## config.mk

```make
export PLATFORM = sky130hd
export DESIGN_NAME = ps2_key_event_rx
export DESIGN_NICKNAME = d
export VERILOG_FILES = /design/src/rtl/ps2_pkg.sv /design/src/rtl/ps2_line_filter.sv /design/src/rtl/ps2_key_event_rx.sv
export SDC_FILE = /design/constraint.sdc
export NUM_CORES = 1
export LEC_CHECK = 0
export CORE_MARGIN = 2
export CORE_UTILIZATION = 55
export DETAILED_ROUTE_END_ITERATION = 12
export GPL_TIMING_DRIVEN = 0
export PLACE_DENSITY = 0.84
export SKIP_CTS_REPAIR_TIMING = 1
export SYNTH_ARGS = -nofsm -noshare
export SYNTH_HDL_FRONTEND = slang
export SYNTH_HIERARCHICAL = 1
export SYNTH_SLANG_ARGS = --single-unit
```

## constraint.sdc

```tcl
create_clock -name clk -period 2.6 [get_ports clk]
set_input_delay 0.52 -clock clk [delete_from_list [all_inputs] [get_ports clk]]
set_output_delay 0.52 -clock clk [all_outputs]
set_load 0.005 [all_outputs]
```

## src/rtl/ps2_pkg.sv

```systemverilog
// Shared types and constants for the PS/2 key event receiver.
package ps2_pkg;

  typedef enum logic [1:0] {
    ST_IDLE,
    ST_DATA,
    ST_PARITY,
    ST_STOP
  } ps2_state_t;

  localparam logic [7:0] PS2_EXT = 8'hE0;
  localparam logic [7:0] PS2_BRK = 8'hF0;

  typedef struct packed {
    logic       ext;
    logic       brk;
    logic [7:0] code;
  } ps2_ev_t;

endpackage

```

## src/rtl/ps2_line_filter.sv

```systemverilog
// 2-FF synchroniser followed by a run-length filter.
// The output follows the synchronised input only after FILTER_LEN agreeing samples.
module ps2_line_filter #(
  parameter int FILTER_LEN = 19
) (
  input  logic clk,
  input  logic rst,
  input  logic din,
  output logic dout
);

  localparam int CW = $clog2(FILTER_LEN + 1);

  logic          s1, s2;
  logic [CW-1:0] cnt;

  always_ff @(posedge clk) begin
    if (rst) begin
      s1   <= 1'b1;
      s2   <= 1'b1;
      dout <= 1'b1;
      cnt  <= '0;
    end else begin
      s1 <= din;
      s2 <= s1;
      if (s2 == dout) begin
        cnt <= '0;
      end else if (cnt == CW'(FILTER_LEN - 1)) begin
        dout <= s2;
        cnt  <= '0;
      end else begin
        cnt <= cnt + 1'b1;
      end
    end
  end

endmodule

```

## src/rtl/ps2_key_event_rx.sv

```systemverilog
// PS/2 keyboard receiver: frame decode with parity/stop/timeout checks,
// E0/F0 prefix folding and a first-word fall-through event FIFO.
module ps2_key_event_rx
  import ps2_pkg::*;
#(
  parameter int FILTER_LEN  = 19,
  parameter int TIMEOUT_CYC = 100000,
  parameter int FIFO_DEPTH  = 8
) (
  input  logic       clk,
  input  logic       rst,
  input  logic       kclk,
  input  logic       kdata,
  output logic       ev_valid,
  input  logic       ev_ready,
  output logic [7:0] ev_code,
  output logic       ev_ext,
  output logic       ev_brk,
  output logic       frame_err,
  output logic       overflow
);

  localparam int TW = $clog2(TIMEOUT_CYC + 1);
  localparam int AW = $clog2(FIFO_DEPTH);

  logic kclk_f, kdata_f;

  ps2_line_filter #(.FILTER_LEN(FILTER_LEN)) u_flt_clk (
    .clk(clk), .rst(rst), .din(kclk), .dout(kclk_f));

  ps2_line_filter #(.FILTER_LEN(FILTER_LEN)) u_flt_dat (
    .clk(clk), .rst(rst), .din(kdata), .dout(kdata_f));

  // Registered fall detect; kd is the data level seen on the same sample.
  logic kclk_d, edge_p, kd;

  always_ff @(posedge clk) begin
    if (rst) begin
      kclk_d <= 1'b1;
      edge_p <= 1'b0;
      kd     <= 1'b1;
    end else begin
      kclk_d <= kclk_f;
      edge_p <= kclk_d & ~kclk_f;
      kd     <= kdata_f;
    end
  end

  ps2_state_t    state, state_n;
  logic [2:0]    bitcnt;
  logic [7:0]    sr;
  logic          par;
  logic [TW-1:0] tmr;
  logic          tmo, stop_edge, frame_ok;
  logic          ext_pend, brk_pend;
  logic          push_q;
  ps2_ev_t       ev_d;

  assign tmo       = (state != ST_IDLE) && !edge_p && (tmr == TW'(TIMEOUT_CYC - 1));
  assign stop_edge = edge_p && (state == ST_STOP);
  assign frame_ok  = (^{par, sr}) & kd;

  always_comb begin
    state_n = state;
    case (state)
      ST_IDLE:   if (edge_p && !kd) state_n = ST_DATA;
      ST_DATA:   if (edge_p && bitcnt == 3'd7) state_n = ST_PARITY;
      ST_PARITY: if (edge_p) state_n = ST_STOP;
      ST_STOP:   if (edge_p) state_n = ST_IDLE;
      default:   state_n = ST_IDLE;
    endcase
    if (tmo) state_n = ST_IDLE;
  end

  always_ff @(posedge clk) begin
    if (rst) begin
      state     <= ST_IDLE;
      bitcnt    <= '0;
      sr        <= '0;
      par       <= 1'b0;
      tmr       <= '0;
      ext_pend  <= 1'b0;
      brk_pend  <= 1'b0;
      frame_err <= 1'b0;
      push_q    <= 1'b0;
      ev_d      <= '0;
    end else begin
      state     <= state_n;
      frame_err <= 1'b0;
      push_q    <= 1'b0;
      tmr       <= (edge_p || state == ST_IDLE || tmo) ? '0 : tmr + 1'b1;

      if (edge_p) begin
        case (state)
          ST_IDLE:   bitcnt <= '0;
          ST_DATA: begin
            sr     <= {kd, sr[7:1]};
            bitcnt <= bitcnt + 1'b1;
          end
          ST_PARITY: par <= kd;
          default: ;
        endcase
      end

      if (stop_edge) begin
        if (!frame_ok) begin
          frame_err <= 1'b1;
          ext_pend  <= 1'b0;
          brk_pend  <= 1'b0;
        end else if (sr == PS2_EXT) begin
          ext_pend <= 1'b1;
        end else if (sr == PS2_BRK) begin
          brk_pend <= 1'b1;
        end else begin
          push_q   <= 1'b1;
          ev_d     <= '{ext: ext_pend, brk: brk_pend, code: sr};
          ext_pend <= 1'b0;
          brk_pend <= 1'b0;
        end
      end

      if (tmo) begin
        frame_err <= 1'b1;
        ext_pend  <= 1'b0;
        brk_pend  <= 1'b0;
      end
    end
  end

  // Event FIFO, head shown directly on the outputs.
  ps2_ev_t       mem [FIFO_DEPTH];
  logic [AW-1:0] wp, rp;
  logic [AW:0]   cnt;
  logic          full, pop, wr;
  ps2_ev_t       head;

  assign full     = (cnt == (AW+1)'(FIFO_DEPTH));
  assign ev_valid = (cnt != '0);
  assign pop      = ev_valid & ev_ready;
  assign wr       = push_q & (~full | pop);
  assign overflow = push_q & full & ~pop;
  assign head     = mem[rp];
  assign ev_code  = ev_valid ? head.code : 8'h00;
  assign ev_ext   = ev_valid & head.ext;
  assign ev_brk   = ev_valid & head.brk;

  always_ff @(posedge clk) begin
    if (wr) mem[wp] <= ev_d;
  end

  always_ff @(posedge clk) begin
    if (rst) begin
      wp  <= '0;
      rp  <= '0;
      cnt <= '0;
    end else begin
      if (wr)  wp <= wp + 1'b1;
      if (pop) rp <= rp + 1'b1;
      case ({wr, pop})
        2'b10:   cnt <= cnt + 1'b1;
        2'b01:   cnt <= cnt - 1'b1;
        default: cnt <= cnt;
      endcase
    end
  end

endmodule

```

==> results.yml, run 1 <==
cells_and_area:
  multiInputGateArea_um2: 2510
  fin_nets: 606
  n_antenna_cell: 0
  final_core_utilization: 0.659
  seq_area_um2: 3950
  layout-area-overhead-vs-synth_pct: 18.2
  final_std_cell_area_no_fill_um2: 7820
  filler_cell_count: 807
  finish.cell_count_without_fillers: 742
  drive_above_1_share: 0.176
global_route:
  globalRoute.totalOverflow: 0
  number_of_antenna_violations_at_the_first_check_in_global_routing: 0
  grt_first_pass_wirelength_um: 19800
  grt_util_all_layers: 0.195
  first_global_vias: 4228
  largest_net_degree_at_the_start_of_global_routing: 17
worst_setup_path:
  rr_endpoint: "cnt[2]$_SDFFE_PP0P_"
  cp-start-kind: "flip-flop"
  path_class: "flip-flop to output pin"
  worstPathArrival_ns: 2.06
  timing.critical_path.fanout_max: 5
  critPathCaptureType: "output pin"
  startpoint_of_the_most_critical_register_to_register_path: "cnt[3]$_SDFFE_PP0P_"
  reg2regPathDepth: 9
  r2r_slack_ns: 0.14
  worst-endpoint-required_ns: 2.08
floorplanning:
  placeableCoreArea_um2: 11900
  chipWidth_um: 114
  boundaryPins: 18
  floorplan.initialDensity: 0.557
  die_area_um2: 12900
  floorplan.rows: 40
  floorplan.die.height_um: 114
timing:
  finalWorstSetupSlack_ns: 0.0207
  final-hold-violation-count: 0
  setup_viol: 0
  unrepaired_setup_endpoints_after_global_routing: "yes"
  clock-skew-final_ns: 0.00898
  final_critical_path_required_period_ns: 2.58
  fmax_mhz: 388
  timing.final.crit_share: 0.992
  maxSlewViolCount: 0
  slew_headroom: 0.341
  max_slew.worst_pin.slew_ns: 0.984
worst_hold_path:
  min-delay-path-class: "flip-flop to flip-flop"
  hold_end: "u_flt_clk/s2$_SDFF_PP1_"
  min-delay-start: "u_flt_clk/s1$_SDFF_PP1_"
  whs_path_depth: 1
clock_tree:
  cts_root_buffer: "clkbuf_16"
  worst_skew_late_latency_ns: 0.41
  cts_max_path_buffers: 2
  cts.sink_count: 157
  cts_buffers: 17
  h-tree-depth: 4
  cts.clk_slew.worst_paths_ns: 0.06
  cts_tree: "yes"
synth:
  yosys.area_share.xor_xnor: 0.0430
  netlist.area_leader.share: 0.363
  synth.ff_latch_count: 157
  postSynthAreaPerCell_um2: 12.5
  synth_top_family_by_area: "simple AND/OR/NAND/NOR gates"
  synthTopCellsByArea: "edfxtp_1, dfxtp_1, mux4_2"
  synth-edff-count: 80
  synth_most_common_cell: "edfxtp_1"
  synth.top_cells.by_count: "edfxtp_1, dfxtp_1, nor2_1"
  synth.lib_cells_used.distinct: 57
  synth_compound_area_frac: 0.0657
  post_synth_and_or_nand_nor_area_fraction: 0.140
  syn-cell-area_um2: 6610
  ys_dominant_reg_cell: "edfxtp_1"
  mappedNetlistNets: 553
  yosys_warnings: 6
  synth_async_sr_flop_share: 0
  synthesis.instances: 529
  muxShareOfSynthArea: 0.0895
  synth.yosys.seq_area_share: 0.597
  yosys.area_share.adder: 0.0360
  netlist.top_cell.by_area: "edfxtp_1"
detailed_routing:
  ant_nets: 0
  routed_wire_length_um: 12500
  dr_total_vias: 4215
  remaining_drc_errors: 0
  dr.pass1.iters: 4
  avgRoutedWirePerCell_um: 16.8
  first_iter_violations: 328
  via_to_cell_ratio: 5.68
placed_design:
  post-dp-hpwl_um: 8120
  numPlacedInstances: 693
  dpl_worst_slack_ns: -0.692
  gpl.final_weighted_congestion: 0.828
  port_buffers: 17
  placement.cell_area_um2: 6960
outcome:
  status: "completed"
job:
  drv.max_cap_violation_count: 0
power_and_ir_drop:
  max-vdd-ir-drop_mv: 0.579
  p_per_area_nw_per_um2: 676
  cellLeakagePower_nw: 2.87
-- stage by stage --
stage | power, mW | TNS, ns | hold WS (ns)
final | 5.28 | 0 | 0.408
after global routing | 5.44 | -0.0849 | 0.421
after CTS | 5.22 | -8.38 | 0.408
after detailed placement | 2.85 | -27.22 | 0.394
after global placement | 2.85 | -21.89 | 0.393
after floorplan | 2.78 | 0 | 0.389
-- critical path, cell delays in order (launching register included) --
cell and delay [ns]:
dfxtp_4 0.40, buf_4 0.14, buf_12 0.11, buf_4 0.11, mux4_2 0.51, mux2i_2 0.16, nor2_1 0.07, dlymetal6s2s_1 0.15
-- layout by cell type, fill, tap and decap left out, types with 11 or more instances in the layout --
cell type	n
a21oi_1	28
buf_4	18
clkbuf_1	14
clkbuf_16	19
dfxtp_1	76
edfxtp_1	80
ha_1	19
inv_1	15
mux2i_1	12
mux4_2	20
nand2_1	35
nand3_1	14
nand4_1	18
nor2_1	55
o31ai_1	11
xor2_1	18
-- cells by family after synthesis --
logic type | after synthesis
compound gates | 68
xor+xnor | 30
fa+ha+maj | 19
buf+inv | 42
flops | 157
mux | 34
simple gates | 179
-- how the worst max path moves through the flow --
stage                           to  depth (start not counted)
2_1_floorplan  mem[0][0]$_DFFE_PP_                          5
3_3_place_gp   mem[0][8]$_DFFE_PP_                          6
3_5_place_dp   mem[0][8]$_DFFE_PP_                          6
4_1_cts                 ev_code[4]                          5
5_1_grt                 ev_code[4]                          7
6_report                ev_code[4]                          7
-- state kept, by name, indices dropped and copies added (netlist names), 2 cells and up, named ones only --
| name | cells |
|---|---|
| bitcnt | 3 |
| cnt | 4 |
| ev_d | 10 |
| mem | 80 |
| rp | 3 |
| sr | 8 |
| state | 2 |
| tmr | 17 |
| u_flt_clk/cnt | 5 |
| u_flt_dat/cnt | 5 |
| wp | 3 |
-- per-layer routing --
| layer | GRT usage | vias to the layer above | share of wire |
|---|---|---|---|
| li1 | - | 2052 | - |
| met3 | 0.0468 | 11 | 0.032 |
| met5 | 0 | - | 0 |
| met2 | 0.369 | 74 | 0.55 |
| met1 | 0.220 | 2078 | 0.41 |
| met4 | 0.0520 | 0 | 0.0059 |
-- power by group --
group	total [mW]	leakage, nW	internal, mW	switching (mW)
clock	2.40	0.278	1.47	0.937
sequential	2.60	1.36	2.59	0.00950
combinational	0.282	1.23	0.167	0.115
total	5.28	2.87	4.22	1.06
-- layout make-up --
type / count / share of cell area
plain buffers: 26 / 0.0213
clock buffers: 23 / 0.0599
clock inverters: 9 / 0.0142
inverters: 15 / 0.00720
multi-input cells: 330 / 0.321
flip-flops and latches: 157 / 0.505
well taps: 147 / 0.0235
repair buffers: 35 / 0.0472
Note: power is estimated with default switching activity, not from simulation.
==> inputs of run 2 (changes only) <==
--- a/config.mk
+++ b/config.mk
@@ -11,6 +11,7 @@
 export GPL_TIMING_DRIVEN = 0
 export PLACE_DENSITY = 0.84
 export SKIP_CTS_REPAIR_TIMING = 1
+export SLEW_MARGIN = 30
 export SYNTH_ARGS = -nofsm -noshare
 export SYNTH_HDL_FRONTEND = slang
 export SYNTH_HIERARCHICAL = 1
==> results.yml, run 2 (synthesized netlist as in run 1, its figures left out) <==
detailed_routing:
  first_iter_violations: 238
  avgRoutedWirePerCell_um: 16.8
  dr_total_vias: 4219
  ant_nets: 0
  routed_wire_length_um: 12400
  dr.pass1.iters: 5
  remaining_drc_errors: 0
  via_to_cell_ratio: 5.73
clock_tree:
  cts_max_path_buffers: 2
  cts_tree: "yes"
  cts_root_buffer: "clkbuf_16"
  cts.sink_count: 157
  cts.clk_slew.worst_paths_ns: 0.07
  cts_buffers: 17
  worst_skew_late_latency_ns: 0.42
  h-tree-depth: 4
floorplanning:
  floorplan.initialDensity: 0.557
  placeableCoreArea_um2: 11900
  floorplan.die.height_um: 114
  boundaryPins: 18
  die_area_um2: 12900
  chipWidth_um: 114
  floorplan.rows: 40
placed_design:
  post-dp-hpwl_um: 8150
  port_buffers: 17
  numPlacedInstances: 693
  gpl.final_weighted_congestion: 0.828
global_route:
  grt_first_pass_wirelength_um: 19800
  largest_net_degree_at_the_start_of_global_routing: 17
  grt_util_all_layers: 0.198
  number_of_antenna_violations_at_the_first_check_in_global_routing: 0
  first_global_vias: 4099
  globalRoute.totalOverflow: 0
outcome:
  violations: "setup timing"
  status: "complete, but fails checks"
timing:
  unrepaired_setup_endpoints_after_global_routing: "yes"
  final_critical_path_required_period_ns: 2.60
  maxSlewViolCount: 0
  setup_viol: 1
  hold_ws_ns: 0.409
  max_slew.worst_pin.slew_ns: 0.966
  finalWorstSetupSlack_ns: -0.00193
  timing.final.crit_share: 1.00
  fmax_mhz: 384
  tns_ns: -0.00193
  final-hold-violation-count: 0
  slew_headroom: 0.354
  clock-skew-final_ns: 0.00834
cells_and_area:
  filler_cell_count: 827
  final_cell_mix: "edfxtp_1, dfxtp_1, nor2_1"
  top_regs: "mem x80, tmr x17, ev_d x10"
  n_antenna_cell: 0
  layout.cells.most_common: "edfxtp_1"
  finish.cell_count_without_fillers: 736
  fin_nets: 600
  layout-area-overhead-vs-synth_pct: 17.5
  top_register: "mem"
  drive_above_1_share: 0.177
  largest_reg_flops: 80
worst_setup_path:
  timing.critical_path.fanout_max: 4
  cp-start-kind: "flip-flop"
  worst-path-buf-inv: 4
  reg2regPathDepth: 8
  worst-endpoint-required_ns: 2.08
  crit_chain: "clkbuf_16, buf_4, buf_4, mux4_2, mux2i_1, nor2_1, dlymetal6s2s_1"
  top_delay_family_on_crit_path: "multiplexers"
  cpMaxStageDelayCell: "mux4_2"
  cpMostUsedCell: "buf_4"
  startpoint_of_the_most_critical_register_to_register_path: "cnt[0]$_SDFFE_PP0P_"
  critical_path_depth: 7
  worstPathArrival_ns: 2.08
  critPathCaptureType: "output pin"
  path_class: "flip-flop to output pin"
  critPathMaxStageDelay_ns: 0.50
power_and_ir_drop:
  combinationalPowerShare: 0.050
  cellLeakagePower_nw: 2.84
  max-vdd-ir-drop_mv: 0.710
  cellInternalPower_mw: 4.10
  switching_power_mw: 1.15
  sw_frac_of_total: 0.218
  seqPwrFrac: 0.495
  p_per_area_nw_per_um2: 676
  p_clk_frac: 0.456
worst_hold_path:
  whs_path_depth: 1
  min-delay-start: "u_flt_clk/s1$_SDFF_PP1_"
  min-delay-path-class: "flip-flop to flip-flop"
job:
  drv.max_cap_violation_count: 0
run 2: cell types whose count changed in the layout (fill, tap and decap cells not counted), moves of 2 or more:
cell / previous run / this run
inv_8: 0 / 2
inv_6: 1 / 3
clkbuf_1: 14 / 11
buf_4: 18 / 14
run 2: final timing paths:
kind,endpoint,slack [ns]
max,ev_brk,-0.002
min,u_flt_clk/s2$_SDFF_PP1_,0.41
max reg2reg,cnt[2]$_SDFFE_PP0P_,0.10
min reg2reg,u_flt_clk/s2$_SDFF_PP1_,0.41
run 2: stage by stage:
stage	util	cell area (um^2)	power, mW	setup slack (ns)
after floorplan	-	6610	2.78	0.209
after global placement	0.587	6960	2.85	-0.645
after detailed placement	0.588	6970	2.85	-0.482
after CTS	0.636	7550	5.22	-0.438
after global routing	0.655	7760	5.40	-0.0803
final	0.655	7760	5.25	-0.00193
run 2: final cells by class:
cell class | count | area (um^2) | share of cell area
clock buffers | 19 | 443 | 0.0570
inverters | 15 | 56.3 | 0.00725
flip-flops and latches | 157 | 3950 | 0.508
multi-input cells | 330 | 2510 | 0.324
repair buffers | 30 | 328 | 0.0422
well taps | 147 | 184 | 0.0237
clock inverters | 13 | 133 | 0.0171
plain buffers | 25 | 161 | 0.0208
run 2: layer usage:
layer,vias up,global-route usage,share of wire
met2,93,0.364,0.55
li1,2036,-,-
met5,-,0,0
met3,22,0.0521,0.035
met4,0,0.0634,0.016
met1,2068,0.225,0.40
run 2: power by group through the flow:
stage	registers [mW]	clock network [mW]	logic, mW
2_1_floorplan	2.64	0	0.136
3_3_place_gp	2.65	0	0.200
3_5_place_dp	2.65	0	0.208
4_1_cts	2.59	2.42	0.209
5_1_grt	2.60	2.52	0.281
6_report	2.60	2.39	0.261
